### config.mk
export PLATFORM = sky130hd
export DESIGN_NAME = gfsk_pulse_shaper
export DESIGN_NICKNAME = d
export VERILOG_FILES = /design/src/rtl/gfsk_pkg.sv /design/src/rtl/gfsk_prbs9.sv /design/src/rtl/gfsk_pulse_shaper.sv
export SDC_FILE = /design/constraint.sdc
export NUM_CORES = 1
export LEC_CHECK = 0
export ABC_AREA = 1
export CORE_ASPECT_RATIO = 1.25
export CORE_MARGIN = 2
export CORE_UTILIZATION = 55
export CTS_BUF_LIST = sky130_fd_sc_hd__clkbuf_8
export CTS_CLUSTER_DIAMETER = 30
export DETAILED_ROUTE_END_ITERATION = 12
export DONT_BUFFER_PORTS = 1
export PLACE_DENSITY_LB_ADDON = 0.08
export REMOVE_ABC_BUFFERS = 1
export SETUP_SLACK_MARGIN = 0.3
export SLEW_MARGIN = 30
export SYNTH_ARGS = -nofsm -noshare
export SYNTH_HDL_FRONTEND = slang
export SYNTH_SLANG_ARGS = --single-unit
### constraint.sdc
create_clock -name clk -period 13.34 [get_ports clk]
set_clock_uncertainty 0.15 [all_clocks]
set_input_delay 2.001 -clock clk [delete_from_list [all_inputs] [get_ports clk]]
set_output_delay 2.001 -clock clk [all_outputs]
set_load 0.005 [all_outputs]
### src/rtl/gfsk_pkg.sv
// gfsk_pkg: shared definitions for the GFSK pulse shaper.
//   - OSR/SPAN/OUT_W defaults
//   - FSM state enum {IDLE, RUN, DRAIN}
//   - 2-bit signed symbol type and its three legal values
//   - Q1.8 Gaussian (BT=0.5) pulse table H[0:OSR*SPAN-1]
//   - saturating clamp of the accumulator to [-255,+255]
// The optional PRBS source is enabled by the macro GFSK_PRBS_SRC_EN
// (see gfsk_pulse_shaper.sv).
package gfsk_pkg;

    localparam int OSR_DEF   = 8;
    localparam int SPAN_DEF  = 3;
    localparam int OUT_W_DEF = 9;
    localparam int ACC_W_DEF = OUT_W_DEF + 2;

    typedef enum logic [1:0] {
        IDLE  = 2'd0,
        RUN   = 2'd1,
        DRAIN = 2'd2
    } state_e;

    typedef logic signed [1:0] sym_t;

    localparam sym_t SYM_ZERO = 2'sb00;
    localparam sym_t SYM_POS  = 2'sb01;
    localparam sym_t SYM_NEG  = 2'sb11;

    // Symmetric pulse, H[i] == H[23-i]. For each phase p the three taps
    // H[p]+H[p+8]+H[p+16] sum to 254 or 255, so a constant symbol stream
    // stays inside the Q1.8 range without clipping.
    localparam logic signed [OUT_W_DEF-1:0] H [0:OSR_DEF*SPAN_DEF-1] = '{
        9'sd2,   9'sd5,   9'sd10,  9'sd18,  9'sd31,  9'sd50,  9'sd76,  9'sd108,
        9'sd145, 9'sd173, 9'sd194, 9'sd206, 9'sd206, 9'sd194, 9'sd173, 9'sd145,
        9'sd108, 9'sd76,  9'sd50,  9'sd31,  9'sd18,  9'sd10,  9'sd5,   9'sd2
    };

    // Saturate so the output is symmetric: -256 is never produced.
    function automatic logic signed [OUT_W_DEF-1:0] clamp_q18(
        input logic signed [ACC_W_DEF-1:0] acc
    );
        logic signed [OUT_W_DEF-1:0] res;
        if (acc > 11'sd255) begin
            res = 9'sd255;
        end else if (acc < -11'sd255) begin
            res = -9'sd255;
        end else begin
            res = acc[OUT_W_DEF-1:0];
        end
        return res;
    endfunction

endpackage

### src/rtl/gfsk_prbs9.sv
// gfsk_prbs9: PRBS9 generator, polynomial x^9+x^5+1, seed 9'h1FF.
// Ports:
//   clk   in  system clock
//   rst   in  synchronous active-high reset (reloads the seed)
//   step  in  advance the sequence by one bit
//   bit_o out current PRBS bit (MSB of the register)
// Only instantiated when GFSK_PRBS_SRC_EN is defined.
module gfsk_prbs9 (
    input  logic clk,
    input  logic rst,
    input  logic step,
    output logic bit_o
);

    logic [8:0] lfsr_q;
    logic [8:0] lfsr_d;

    // Next LFSR value: shift left, feedback = tap9 ^ tap5.
    always_comb begin
        lfsr_d = lfsr_q;
        if (step) begin
            lfsr_d = {lfsr_q[7:0], lfsr_q[8] ^ lfsr_q[4]};
        end else begin
            lfsr_d = lfsr_q;
        end
    end

    // LFSR register with synchronous reset to the all-ones seed.
    always_ff @(posedge clk) begin
        if (rst) begin
            lfsr_q <= 9'h1FF;
        end else begin
            lfsr_q <= lfsr_d;
        end
    end

    assign bit_o = lfsr_q[8];

endmodule

### src/rtl/gfsk_pulse_shaper.sv
// gfsk_pulse_shaper: maps a serial TX bit stream to Gaussian-shaped,
// oversampled frequency-control samples (signed Q1.8) for the FSK modulator.
// Ports:
//   clk        in   system clock
//   rst        in   synchronous active-high reset
//   en         in   output-sample strobe; all state advances only when en=1
//   bit_in     in   data bit (1 -> +1, 0 -> -1)
//   bit_valid  in   bit_in valid
//   prbs_sel   in   (only with GFSK_PRBS_SRC_EN) 1 = use internal PRBS9 source
//   bit_ready  out  bit taken this cycle (combinational, independent of bit_valid)
//   gf_out     out  shaped sample, saturated to [-255,+255]
//   gf_valid   out  one-cycle pulse per new gf_out
//   busy       out  state != IDLE
// Macro GFSK_PRBS_SRC_EN adds the prbs_sel port and the PRBS9 source.
module gfsk_pulse_shaper
    import gfsk_pkg::*;
#(
    parameter int OSR   = OSR_DEF,
    parameter int SPAN  = SPAN_DEF,
    parameter int OUT_W = OUT_W_DEF
) (
    input  logic                    clk,
    input  logic                    rst,
    input  logic                    en,
    input  logic                    bit_in,
    input  logic                    bit_valid,
`ifdef GFSK_PRBS_SRC_EN
    input  logic                    prbs_sel,
`endif
    output logic                    bit_ready,
    output logic signed [OUT_W-1:0] gf_out,
    output logic                    gf_valid,
    output logic                    busy
);

    localparam int PH_W  = $clog2(OSR);
    localparam int IDX_W = $clog2(OSR * SPAN);
    localparam int ACC_W = OUT_W + 2;
    localparam logic [PH_W-1:0] PH_LAST = PH_W'(OSR - 1);

    state_e                   state_q, state_d;
    logic [PH_W-1:0]          phase_q, phase_d;
    sym_t                     sym_q [SPAN];
    sym_t                     sym_d [SPAN];
    logic signed [OUT_W-1:0]  gf_out_q, gf_out_d;
    logic                     gf_valid_q, gf_valid_d;

    logic                     boundary_s;
    logic                     transfer_s;
    logic                     src_valid_s;
    logic                     src_bit_s;
    logic                     ready_s;
    logic                     post_zero_s;
    sym_t                     new_sym_s;
    logic [IDX_W-1:0]         idx_s;
    logic signed [ACC_W-1:0]  acc_s;

    assign boundary_s = en && (phase_q == PH_LAST);

`ifdef GFSK_PRBS_SRC_EN
    logic prbs_bit_s;

    gfsk_prbs9 u_prbs (
        .clk   (clk),
        .rst   (rst),
        .step  (boundary_s),
        .bit_o (prbs_bit_s)
    );

    // Source select: the PRBS always offers a bit and hides bit_ready.
    always_comb begin
        if (prbs_sel) begin
            src_valid_s = 1'b1;
            src_bit_s   = prbs_bit_s;
            ready_s     = 1'b0;
        end else begin
            src_valid_s = bit_valid;
            src_bit_s   = bit_in;
            ready_s     = boundary_s && !rst;
        end
    end
`else
    // Source select: external bit stream only.
    always_comb begin
        src_valid_s = bit_valid;
        src_bit_s   = bit_in;
        ready_s     = boundary_s && !rst;
    end
`endif

    assign transfer_s = boundary_s && !rst && src_valid_s;
    assign new_sym_s  = transfer_s ? (src_bit_s ? SYM_POS : SYM_NEG) : SYM_ZERO;

    // Post-shift window empty: no new symbol and every surviving slot is zero.
    always_comb begin
        post_zero_s = (new_sym_s == SYM_ZERO);
        for (int k = 0; k < SPAN - 1; k++) begin
            if (sym_q[k] != SYM_ZERO) begin
                post_zero_s = 1'b0;
            end else begin
                post_zero_s = post_zero_s;
            end
        end
    end

    // Convolution: each symbol slot k selects tap k*OSR+phase; add/sub only.
    always_comb begin
        acc_s = '0;
        idx_s = '0;
        for (int k = 0; k < SPAN; k++) begin
            idx_s = IDX_W'(k * OSR) + IDX_W'(phase_q);
            case (sym_q[k])
                SYM_POS: acc_s = acc_s + ACC_W'(H[idx_s]);
                SYM_NEG: acc_s = acc_s - ACC_W'(H[idx_s]);
                default: acc_s = acc_s;
            endcase
        end
    end

    // FSM next state; transitions happen only at a symbol boundary.
    always_comb begin
        state_d = state_q;
        if (boundary_s) begin
            case (state_q)
                IDLE:    state_d = transfer_s ? RUN : IDLE;
                RUN:     state_d = transfer_s ? RUN : DRAIN;
                DRAIN: begin
                    if (transfer_s) begin
                        state_d = RUN;
                    end else if (post_zero_s) begin
                        state_d = IDLE;
                    end else begin
                        state_d = DRAIN;
                    end
                end
                default: state_d = IDLE;
            endcase
        end else begin
            state_d = state_q;
        end
    end

    // Datapath next values: phase, symbol window and output sample.
    always_comb begin
        phase_d    = phase_q;
        sym_d      = sym_q;
        gf_out_d   = gf_out_q;
        gf_valid_d = 1'b0;
        if (en) begin
            gf_out_d   = clamp_q18(acc_s);
            gf_valid_d = 1'b1;
            // Entering or staying in IDLE parks the phase on the boundary
            // so the very next strobe can accept a bit.
            if (state_d == IDLE) begin
                phase_d = PH_LAST;
            end else if (phase_q == PH_LAST) begin
                phase_d = '0;
            end else begin
                phase_d = phase_q + PH_W'(1);
            end
            if (boundary_s) begin
                sym_d[0] = new_sym_s;
                for (int k = 1; k < SPAN; k++) begin
                    sym_d[k] = sym_q[k-1];
                end
            end else begin
                sym_d = sym_q;
            end
        end else begin
            gf_valid_d = 1'b0;
        end
    end

    // FSM state register.
    always_ff @(posedge clk) begin
        if (rst) begin
            state_q <= IDLE;
        end else begin
            state_q <= state_d;
        end
    end

    // Datapath registers.
    always_ff @(posedge clk) begin
        if (rst) begin
            phase_q    <= PH_LAST;
            gf_out_q   <= '0;
            gf_valid_q <= 1'b0;
            for (int k = 0; k < SPAN; k++) begin
                sym_q[k] <= SYM_ZERO;
            end
        end else begin
            phase_q    <= phase_d;
            gf_out_q   <= gf_out_d;
            gf_valid_q <= gf_valid_d;
            for (int k = 0; k < SPAN; k++) begin
                sym_q[k] <= sym_d[k];
            end
        end
    end

    // Output decode.
    always_comb begin
        busy      = (state_q != IDLE);
        bit_ready = ready_s;
        gf_out    = gf_out_q;
        gf_valid  = gf_valid_q;
    end

endmodule

## After elaboration in Yosys (flattened, before gate mapping)

Memory sizes are Yosys's and may differ from the RTL's.
Cells that the tools add are included.

| word-level totals | value |
|---|---|
| register bits after elaboration | 21 |
| ROM bits | 864 |
| input port bits | 5 |
| output and inout port bits | 12 |
| memories | 3 |

| operators by class | value |
|---|---|
| $add $sub $neg | 8 |
| order comparisons | 5 |
| eq/ne operators | 9 |
| multiplexer cells | 24 |
| bitwise logic cells | 3 |
| reductions and logical operators | 11 |

Memory list:

| memory | depth | bits a word | rd ports | clocked after memory_dff | write ports | RTL line | RTL |
|---|---|---|---|---|---|---|---|
| (name not given) | 32 | 9 | 1 | 0 | 0 | gfsk_pulse_shaper.sv:114 | `SYM_NEG: acc_s = acc_s - ACC_W'(H[idx_s]);` |
| (name not given) | 32 | 9 | 1 | 0 | 0 | gfsk_pulse_shaper.sv:114 |  |
| (name not given) | 32 | 9 | 1 | 0 | 0 | gfsk_pulse_shaper.sv:114 |  |

Operator list:

| cell | number |
|---|---|
| $mux W9 | 8 |
| $pmux W11 S2 | 3 |
| $add A11 B9 Y11 | 2 |
| $sub A11 B9 Y11 | 2 |
| $ge A6 B6 Y1 const B | 3 |
| $mux W2 | 6 |
| $not A5 Y6 | 2 |
| $gt A11 B9 Y1 const B | 1 |
| $lt A11 B9 Y1 const B | 1 |
| $sub A1 B9 Y10 const A | 1 |
| $eq A2 B1 Y1 const B | 4 |
| $eq A2 B2 Y1 const B | 4 |
| $logic_not A2 Y1 | 3 |
| $mux W3 | 2 |
| $not A3 Y6 | 1 |
| $pmux W2 S3 | 1 |
| $reduce_bool A2 Y1 | 3 |
| $add A4 B3 Y5 const A | 1 |
| $add A5 B3 Y5 const A | 1 |
| $mux W1 | 4 |
| $add A3 B1 Y3 const B | 1 |
| $eq A3 B3 Y1 const B | 1 |
| $logic_and A1 B1 Y1 | 3 |
| $reduce_and A2 Y1 | 1 |
| $logic_not A1 Y1 | 1 |

## Longest topological paths before layout

Gate-level depths: netlist of the first run.

| logic depth | value |
|---|---|
| depth in word-level cells | 14 |
| gate-level depth with buffers | 37 |
| gate-level depth less buffers | 37 |

## Worst setup path after synthesis of the first run

OpenSTA, ideal clock, no wires.

| timing path | value |
|---|---|
| path type | reg-to-reg |
| start | register phase_q[1] |
| end | register gf_out_q[3] (netlist: gf_out[3]) |
| setup time | 0.119 ns |
| data arrival time | 4.459 ns |
| required time | 13.071 ns |
| path slack | 8.611 ns |
| stages on the path, launching flop included | 31 |
| clock period less this slack | 4.729 ns |
| cells stage by stage | dfxtp_1 inv_2 ha_1 inv_1 ha_1 o21ai_0 inv_1 fa_1 or2_1 o21ai_2 nand3_1 nand2_1 clkinv_1 nand3_2 nand2_1 nand2_1 nand3_2 and2_1 ha_1 nand2_1 nor3_1 nand3_1 o2111ai_1 xor2_1 or2_2 nand2_1 nand3_1 nand3_2 nand2_1 inv_2 a21oi_1 |

| on the way | value |
|---|---|
| word-level cells in the longest chain between the ends | 13 |

RTL lines:

| item | RTL line | RTL |
|---|---|---|
| start, declared | gfsk_pulse_shaper.sv:42 | `logic [PH_W-1:0] phase_q, phase_d;` |
| start signal, assigned | gfsk_pulse_shaper.sv:193 | `phase_q <= phase_d;` |
| $not A3 Y6 (implied by the code) | gfsk_pulse_shaper.sv:113, gfsk_pulse_shaper.sv:114 |  |
| $mem_v2 Z32 W9 | n/a |  |
| $mux W9 (implied by the code) (2 in series) | gfsk_pulse_shaper.sv:114 |  |
| $sub A1 B9 Y10 | gfsk_pulse_shaper.sv:114 |  |
| $pmux W11 S2 | gfsk_pulse_shaper.sv:112 | `case (sym_q[k])` |
| $sub A11 B9 Y11 / $add A11 B9 Y11 (equally long branches) | gfsk_pulse_shaper.sv:114, gfsk_pulse_shaper.sv:113 |  |
| $pmux W11 S2 | gfsk_pulse_shaper.sv:112 |  |
| $sub A11 B9 Y11 / $add A11 B9 Y11 (equally long branches) | gfsk_pulse_shaper.sv:114, gfsk_pulse_shaper.sv:113 |  |
| $pmux W11 S2 * | gfsk_pulse_shaper.sv:112 |  |
| $lt A11 B9 Y1 | gfsk_pkg.sv:44 | `end else if (acc < -11'sd255) begin` |
| $mux W9 | gfsk_pkg.sv:44 |  |
| $mux W9 * | gfsk_pkg.sv:42 | `if (acc > 11'sd255) begin` |
| end signal, assigned | gfsk_pulse_shaper.sv:194 | `gf_out_q <= gf_out_d;` |
| end, declared | gfsk_pulse_shaper.sv:45 | `logic signed [OUT_W-1:0] gf_out_q, gf_out_d;` |

Mark *: on every way between the ends. The rest lies on a longest branch, timed or not. The select of a mux whose other input is x is not followed.
A chain may end at the register's enable or synchronous reset.

## Worst setup path after layout of the first run

| timing path | value |
|---|---|
| start | register phase_q[2] |
| end | register gf_out_q[6] (netlist: gf_out[6]) |

The elaborated chain is that of the path after synthesis.

==> flow_metrics.env, run 1 <==
export IMPL_timing_max_transition_violations_final=0
export IMPL_syn_inst=445
export IMPL_core_area_um2=5040
export IMPL_crit_top_cell="nand2_1"
export IMPL_tightest_slew_ps=645
export IMPL_rows=29
export IMPL_areaGrowthSynthToFinish_pct=2.68
export IMPL_drive_gt1_frac=0.109
export IMPL_status="complete, no violations"
export IMPL_final_cell_mix="103 x nand2_1, 56 x inv_1, 33 x ha_1, 30 x nor2_1, 29 x nand3_1"
export IMPL_grt_pass1_vias=2539
export IMPL_final_common_cell="nand2_1"
export IMPL_n_antenna_cell=0
export IMPL_ys_types=45
export IMPL_peakVddDrop_mv=0.0716
export IMPL_avgSynthCellArea_um2=6.39
export IMPL_stdcell_area_um2=2920
export IMPL_post_route_util=0.579
export IMPL_start_kind="flip-flop"
export IMPL_clk_latency_ps=260
export IMPL_ant_nets=0
export IMPL_firstDrtPassIters=4
export IMPL_gp_congestion=0.884
export IMPL_synth_area_leaders="dfxtp_1 15%, ha_1 15%, nand2_1 14%"
export IMPL_rsz0062_at_grt="no"
export IMPL_critPathBufInv=5
export IMPL_crit_fanout=19
export IMPL_required_ps=13340
export IMPL_synthArstFlopShare=0
export IMPL_dpl_cell_area_um2=2870
export IMPL_critPathTopFamily="simple AND/OR/NAND/NOR gates"
export IMPL_cts_resized=0
export IMPL_cp_slowest_cell="dfxtp_1"
export IMPL_post_route_period_util=0.415
export IMPL_yosysSeqAreaShare=0.148
export IMPL_leakagePower_nw=1.58
export IMPL_endpoint_kind="flip-flop"
export IMPL_nets=480
export IMPL_cts_tree="done"
export IMPL_antenna_found_initial=0
export IMPL_dpl_hpwl_mm=5.60
export IMPL_fin_crit_ps=5540
export IMPL_path_clk_slew_ps=80
export IMPL_cts_sinks=21
export IMPL_cts_hold_buffers=0
export IMPL_drc=0
export IMPL_gr_usage_all_layers=0.254
export IMPL_totalWireLength_mm=6.63
export IMPL_cts_buffer_depth=2
export IMPL_max_freq_mhz=181
export IMPL_grt_remaining_overflow=0
export IMPL_setup_violations=0
export IMPL_seqCellArea_um2=420
export IMPL_synth_largest_area_cell="dfxtp_1"
export IMPL_slowest_delay_ps=740
export IMPL_cts_max_level=1
export IMPL_post_cts_buffers=0
export IMPL_power_density_nw_per_um2=77.4
export IMPL_postSynthRegisterBits=21
export IMPL_portBuffers=0
export IMPL_grt_pass1_wl_mm=11.4
export IMPL_root_buffer="clkbuf_8"
export IMPL_initial_utilization=0.564
export IMPL_routedWlPerCell_um=13.2
export IMPL_design_die_area_um2=5770
export IMPL_fillerInstances=518
export IMPL_maxSlewHeadroom=0.569
export IMPL_synth_edf_count=0
export IMPL_yosysWarnings=0
export IMPL_grt_max_degree=20
export IMPL_via_per_inst=5.34
export IMPL_synth_top_cell_area_share=0.148
export IMPL_worstSetupPathType="reg -> reg"
export IMPL_synth_flop_cell="dfxtp_1"
export IMPL_synth_area_um2=2850
export IMPL_multi_input_area_um2=2110
export IMPL_cp_data_arrival_time_ps=5530
export IMPL_die_h_um=84.4
export IMPL_hold_class="reg -> reg"
export IMPL_finalSetupTns_ps=0
export IMPL_hold_viol=0
export IMPL_maxCapViolCount=0
export IMPL_cts_buffers=3
export IMPL_die_w_um=68.3
export IMPL_via_count=2676
export IMPL_pin_count=17
export IMPL_drt_initial_drc_count=133
==> worst min-delay path, stage by stage (launching register included) <==
cell and delay (ps):
dfxtp_1 330, nand2_1 70, a21oi_1 50
==> metrics by stage <==
| stage | power [mW] | instances | setup WS, ps | hold WS [ps] |
|---|---|---|---|---|
| after floorplan | 0.163 | 435 | 8430 | 305 |
| after global placement | 0.185 | 497 | 7980 | 322 |
| after detailed placement | 0.185 | 497 | 7880 | 326 |
| after CTS | 0.228 | 501 | 7830 | 339 |
| after global routing | 0.248 | 501 | 7150 | 357 |
| final | 0.226 | 501 | 7800 | 334 |
==> Yosys cell counts (2+ instances only) <==
cell type / instances
o22ai_1: 2
nand2_1: 103
dfxtp_1: 21
inv_1: 56
o21ai_0: 28
xor2_1: 10
nor3_1: 3
fa_1: 2
clkbuf_1: 5
nor4_1: 2
inv_2: 9
o21a_1: 3
buf_2: 4
nand3_1: 29
nand3_2: 10
nor2_1: 30
o31ai_1: 5
ha_1: 33
o211ai_1: 4
o21bai_1: 3
a21o_1: 3
nand2_2: 10
a21oi_1: 27
xnor2_1: 7
a31oi_1: 3
or2_1: 5
nand2_4: 2
or2_2: 4
o21ai_1: 6
==> report_power, final <==
part	internal [mW]	leakage, nW	switching (mW)	total [mW]
combinational	0.0406	1.38	0.0684	0.109
clock	0.0211	0.0217	0.0207	0.0418
sequential	0.0683	0.173	0.00725	0.0756
==> final cells by class <==
type,count,share of cell area
Sequential cell,21,0.144
Multi-Input combinational cell,346,0.723
Clock inverter,1,0.00257
Clock buffer,3,0.0141
Tap cell,62,0.0266
Inverter,68,0.0899
==> path summary, 6_finish.rpt <==
kind	start	to	slack, ps	depth (start not counted)
worst max-delay path	phase_q[2]	gf_out[6]	7800	30
worst min-delay path	gf_out[2]	gf_out[2]	330	2
worst max register to register	phase_q[2]	gf_out[6]	7800	30
worst min register to register	gf_out[2]	gf_out[2]	330	2
==> sequential cells by signal, summed over array words and instances, names as in the netlist <==
| name | flops |
|---|---|
| gf_out | 9 |
| state_q | 2 |
| sym_q | 6 |
| gf_valid | 1 |
| phase_q | 3 |
==> routing by layer <==
metal,GRT usage,part of all wire
met5,0,0
met4,0.100,0.037
met3,0.0147,0.022
met2,0.431,0.48
met1,0.328,0.46
==> logic make-up (layout without fill, tap and decap cells) <==
logic type               count (synthesis)  after routing  synth area share
flip-flops                              21             21             0.148
AO/OA/AOI/OAI                           89             89             0.182
XOR/XNOR                                18             18            0.0620
adder cells (fa/ha/maj)                 35             35             0.159
AND/OR/NAND/NOR                        204            204             0.339
buffers and inverters                   78             72             0.110
Power figures use the tool's default switching activity.
==> run 2: changes to the inputs <==
==> constraint.sdc (replaced) <==
create_clock -name clk -period 5.1 [get_ports clk]
set_clock_uncertainty 0.15 [all_clocks]
set_input_delay 0.765 -clock clk [delete_from_list [all_inputs] [get_ports clk]]
set_output_delay 0.765 -clock clk [all_outputs]
set_load 0.005 [all_outputs]
==> run 2 against run 1 <==
  * Combinational power rose to 3.9 times the previous value
  * First-iteration DRC count up 23%
  * Maximum frequency up 18%
  * Largest cell class unchanged
==> flow_metrics.env, run 2 (synthesis gave the netlist of run 1 again) <==
export IMPL_status="complete, no violations"
export IMPL_gr_usage_all_layers=0.265
export IMPL_grt_remaining_overflow=0
export IMPL_grt_pass1_wl_mm=12.1
export IMPL_cp_data_arrival_time_ps=4670
export IMPL_slowest_delay_ps=360
export IMPL_dpl_hpwl_mm=5.73
export IMPL_via_count=2999
export IMPL_max_freq_mhz=214
export IMPL_p_sw_uw=313
export IMPL_largest_register_ffs=9
export IMPL_post_place_ws_ps=29.0
export IMPL_maxSlewHeadroom=0.492
export IMPL_design_die_area_um2=5770
export IMPL_p_comb_frac=0.586
export IMPL_intPower_uw=408
export IMPL_swShare=0.434
export IMPL_gp_congestion=0.911
export IMPL_use_met1=0.320
export IMPL_cts_sinks=21
export IMPL_antenna_found_initial=0
export IMPL_die_w_um=68.3
export IMPL_power_frac_seq=0.266
export IMPL_reg2reg_from="phase_q[1]"
export IMPL_core_area_um2=5040
export IMPL_fillerInstances=396
export IMPL_nets=514
export IMPL_timing_final_ws_setup_ps=425
export IMPL_power_density_nw_per_um2=196
export IMPL_pin_count=17
export IMPL_cts_buffers=3
export IMPL_hp_start="gf_out[2]"
export IMPL_ant_nets=0
export IMPL_total_power_uw=721
export IMPL_setup_violations=0
export IMPL_tightest_slew_ps=756
export IMPL_firstDrtPassIters=4
export IMPL_drive_gt1_frac=0.349
export IMPL_worstSetupPathType="reg -> reg"
export IMPL_fin_crit_ps=4680
export IMPL_via_per_inst=5.61
export IMPL_peakVddDrop_mv=0.226
export IMPL_hold_viol=0
export IMPL_finalSetupTns_ps=0
export IMPL_dpl_cell_area_um2=2920
export IMPL_die_h_um=84.4
export IMPL_clk_latency_ps=260
export IMPL_portBuffers=0
export IMPL_routedWlPerCell_um=15.6
export IMPL_endpoint_kind="flip-flop"
export IMPL_met2_usage=0.485
export IMPL_crit_fanout=8
export IMPL_drc=0
export IMPL_totalWireLength_mm=8.35
export IMPL_rsz0062_at_grt="yes"
export IMPL_grt_use_met3=0.0161
export IMPL_start_kind="flip-flop"
export IMPL_final_common_cell="nand2_1"
export IMPL_grt_max_degree=19
export IMPL_leakagePower_nw=1.82
export IMPL_fin_cells=535
export IMPL_rows=29
export IMPL_areaGrowthSynthToFinish_pct=29.5
export IMPL_initial_utilization=0.564
export IMPL_cts_buffer_depth=2
export IMPL_path_clk_slew_ps=80
export IMPL_startpoint="phase_q[1]"
export IMPL_required_ps=5100
export IMPL_busiest_layer="met2"
export IMPL_maxCapViolCount=0
export IMPL_multi_input_area_um2=2580
export IMPL_grt_pass1_vias=2847
export IMPL_seqCellArea_um2=425
export IMPL_stdcell_area_um2=3680
export IMPL_n_antenna_cell=0
export IMPL_clockPowerShare=0.147
export IMPL_final_cell_mix="90 x nand2_1, 44 x inv_1, 29 x buf_4, 26 x nor2_1, 23 x o21ai_0"
export IMPL_drt_initial_drc_count=164
export IMPL_cts_max_level=1
export IMPL_timing_max_transition_violations_final=0
export IMPL_cts_tree="done"
export IMPL_cp_slowest_cell="ha_1"
export IMPL_dp_cells=503
export IMPL_hold_class="reg -> reg"
export IMPL_root_buffer="clkbuf_8"
export IMPL_post_route_period_util=0.917
[run 2: cell types whose count changed in the layout (fill, tap and decap cells not counted), sizes merged]
| cell | before | now |
|---|---|---|
| clkinvlp | 1 | 0 |
| inv | 66 | 67 |
| buf | 0 | 34 |
[run 2: layout make-up]
type,instances,area share
inverters,68,0.0734
clock inverters,1,0.00136
multi-input cells,346,0.701
clock buffers,3,0.0112
flip-flops and latches,21,0.115
well taps,62,0.0211
repair buffers,34,0.0768
[run 2: worst max-delay path: cells and delay by family (launching register included)]
family                     cells  cell delay [ps]
AOI/OAI and AO/OA              4              530
xor gates and xnor gates       3              560
adders and majority gates      5             1310
buffers and inverters          5              380
DFF                            1              350
and+or+nand+nor               13             1280
[run 2: final timing paths]
check	endpoint	slack, ps	cells after the start
setup / recovery	gf_out[0]	420	30
hold / removal	gf_out[2]	330	2
setup reg to reg	gf_out[0]	420	30
hold reg to reg	gf_out[2]	330	2
[run 2: metal layers]
metal	vias to the layer above	wire length (µm)	share of wire
met4	0	232	0.028
met5	-	0	0
li1	1512	-	-
met1	1372	3530	0.42
met2	84	4280	0.51
met3	31	300	0.036
[run 2: repair_timing]
item                       4_1_cts  5_1_grt
gates resized for setup         26       88
buffers inserted                10       18
gates cloned                     0        0
setup endpoints to repair        8        9
hold buffers                     0        0
pin swaps                       12       55
[run 2: stage by stage]
stage          hold WS (ps)   util
2_1_floorplan           305      -
3_3_place_gp            320  0.579
4_1_cts                 337  0.627
5_1_grt                 354  0.730
6_report                332  0.730
3_5_place_dp            327  0.579
[run 2: power groups by stage]
stage | Sequential, mW | Combinational, mW | Clock [mW]
floorplan | 0.196 | 0.231 | 0
global placement | 0.195 | 0.291 | 0
detailed placement | 0.195 | 0.293 | 0
CTS | 0.191 | 0.322 | 0.110
global route | 0.193 | 0.465 | 0.115
finish | 0.192 | 0.423 | 0.106
==> run 3: changes to the inputs <==
--- a/config.mk
+++ b/config.mk
@@ -6,7 +6,6 @@
 export NUM_CORES = 1
 export LEC_CHECK = 0
 export ABC_AREA = 1
-export CORE_ASPECT_RATIO = 1.25
 export CORE_MARGIN = 2
 export CORE_UTILIZATION = 55
 export CTS_BUF_LIST = sky130_fd_sc_hd__clkbuf_8
@@ -19,4 +18,5 @@
 export SLEW_MARGIN = 30
 export SYNTH_ARGS = -nofsm -noshare
 export SYNTH_HDL_FRONTEND = slang
+export SYNTH_HIERARCHICAL = 1
 export SYNTH_SLANG_ARGS = --single-unit
==> constraint.sdc (replaced) <==
create_clock -name clk -period 4.25 [get_ports clk]
set_clock_uncertainty 0.15 [all_clocks]
set_input_delay 0.6375 -clock clk [delete_from_list [all_inputs] [get_ports clk]]
set_output_delay 0.6375 -clock clk [all_outputs]
set_load 0.005 [all_outputs]
==> run 3 against run 2 <==
  * The run now ends with setup timing left
  * Maximum frequency fell by 8.7%
  * Sequential share of layout area down 2.5 points
  * Via count increased by 40%
  * Count of clock-buffer cells in the layout stayed put
  * Largest power group unchanged
==> flow_metrics.env, run 3 <==
export IMPL_status="finished with violations"
export IMPL_violations="setup timing"
export IMPL_synth_area_leaders="dfxtp_1 15%, ha_1 15%, nand2_1 14%"
export IMPL_timing_max_transition_violations_final=0
export IMPL_gr_usage_all_layers=0.385
export IMPL_synth_largest_area_cell="dfxtp_1"
export IMPL_totalWireLength_mm=14.4
export IMPL_n_antenna_cell=0
export IMPL_synth_top_cell_area_share=0.148
export IMPL_synth_area_um2=2850
export IMPL_postSynthRegisterBits=21
export IMPL_dpl_cell_area_um2=3570
export IMPL_grt_remaining_overflow=0
export IMPL_start_kind="flip-flop"
export IMPL_maxCapViolCount=0
export IMPL_final_cell_mix="117 x buf_4, 74 x nand2_1, 40 x inv_1, 32 x nand2_2, 24 x nor2_1"
export IMPL_firstDrtPassIters=7
export IMPL_via_per_inst=6.54
export IMPL_stdcell_area_um2=4730
export IMPL_grt_pass1_wl_mm=18.1
export IMPL_cts_sinks=21
export IMPL_cts_tree="done"
export IMPL_routedWlPerCell_um=22.4
export IMPL_cts_hold_buffers=0
export IMPL_synth_common_cells="103 x nand2_1, 56 x inv_1, 33 x ha_1, 30 x nor2_1, 29 x nand3_1"
export IMPL_fillerInstances=160
export IMPL_hold_worst_slack_ps=271
export IMPL_cp_slowest_cell="dfxtp_2"
export IMPL_endpoint_kind="flip-flop"
export IMPL_drc=0
export IMPL_die_h_um=75.9
export IMPL_required_ps=4300
export IMPL_gp_congestion=0.937
export IMPL_avgSynthCellArea_um2=6.39
export IMPL_post_place_ws_ps=-752
export IMPL_areaGrowthSynthToFinish_pct=66.2
export IMPL_slowest_delay_ps=350
export IMPL_peakVddDrop_mv=0.269
export IMPL_rsz0062_at_grt="yes"
export IMPL_worstSetupPathType="reg -> reg"
export IMPL_core_area_um2=5040
export IMPL_post_route_period_util=1.20
export IMPL_timing_final_ws_setup_ps=-868
export IMPL_maxSlewHeadroom=0.335
export IMPL_yosysMostFrequentCell="nand2_1"
export IMPL_design_die_area_um2=5760
export IMPL_yosysSeqAreaShare=0.148
export IMPL_rows=26
export IMPL_cts_buffers=3
export IMPL_total_power_mw=1.22
export IMPL_path_clk_slew_ps=80
export IMPL_largest_register_ffs=9
export IMPL_cts_max_level=1
export IMPL_synth_edf_count=0
export IMPL_grt_pass1_vias=3879
export IMPL_max_freq_mhz=195
export IMPL_antenna_found_initial=0
export IMPL_dpl_hpwl_mm=6.49
export IMPL_hold_class="in -> reg"
export IMPL_syn_inst=445
export IMPL_via_count=4191
export IMPL_pin_count=17
export IMPL_drive_gt1_frac=0.545
export IMPL_fin_crit_ps=5120
export IMPL_final_common_cell="buf_4"
export IMPL_tightest_slew_ps=989
export IMPL_cp_data_arrival_time_ps=5160
export IMPL_crit_fanout=8
export IMPL_ant_nets=0
export IMPL_power_density_nw_per_um2=259
export IMPL_root_buffer="clkbuf_8"
export IMPL_nets=612
export IMPL_yosysWarnings=6
export IMPL_portBuffers=0
export IMPL_leakagePower_nw=2.33
export IMPL_cts_buffer_depth=2
export IMPL_setup_violations=9
export IMPL_hold_viol=0
export IMPL_ys_types=45
export IMPL_clk_latency_ps=270
export IMPL_synth_flop_cell="dfxtp_1"
export IMPL_die_w_um=75.9
export IMPL_initial_utilization=0.564
export IMPL_grt_max_degree=19
export IMPL_drt_initial_drc_count=578
export IMPL_synthArstFlopShare=0
[run 3: cell counts after synthesis]
No cell type changed its count.
[run 3: cell type report]
type,count,area [µm²],area share
tap,70,87.6,0.0185
timing repair buffer,132,1060,0.223
sequential,21,427,0.0902
clock inverter,1,7.51,0.00159
multi-input combinational,346,2830,0.599
clock buffer,3,41.3,0.00873
inverter,68,279,0.0590
[run 3: logic make-up after synthesis]
family / after synthesis / share of synthesized area
simple gates: 204 / 0.339
compound gates: 89 / 0.182
buf+inv: 78 / 0.110
fa+ha+maj: 35 / 0.159
xor+xnor: 18 / 0.0620
flops: 21 / 0.148
[run 3: what timing repair did]
item	4_1_cts	5_1_grt
pin swaps	74	58
endpoints found under the setup margin	9	9
gates resized for setup	110	82
buffers inserted	34	6
[run 3: stage by stage]
stage	utilization	cells	TNS, ps
finish	0.938	641	-7060
floorplan	-	435	-5510
detailed placement	0.709	597	-6390
global placement	0.709	597	-5430
global route	0.938	641	-7840
CTS	0.859	635	-2310
[run 3: final timing paths]
path,startpoint,endpoint,slack [ps],depth (start not counted)
min,rst,gf_out[2],270,1
max,phase_q[1],gf_out[0],-870,36
max reg2reg,phase_q[1],gf_out[0],-870,36
min reg2reg,gf_out[2],gf_out[2],350,2
[run 3: layer usage]
| metal | track usage | up-vias | wire [µm] |
|---|---|---|---|
| met3 | 0.0452 | 157 | 1490 |
| met5 | 0 | - | 0 |
| met1 | 0.440 | 1919 | 5070 |
| met2 | 0.688 | 407 | 6450 |
| met4 | 0.229 | 0 | 1370 |
| li1 | - | 1708 | - |
[run 3: critical path, delay by kind of cell, from the launching register on]
family                   cells  cell delay [ps]
AND/OR/NAND/NOR             22             2440
flip-flops                   1              350
buffers and inverters        8              950
adder cells (fa/ha/maj)      3              650
AO/OA/AOI/OAI                3              460
[run 3: where the power goes]
group	switching (mW)	internal, mW
clock network	0.0726	0.0664
logic	0.466	0.386
registers	0.0182	0.214
total	0.557	0.667
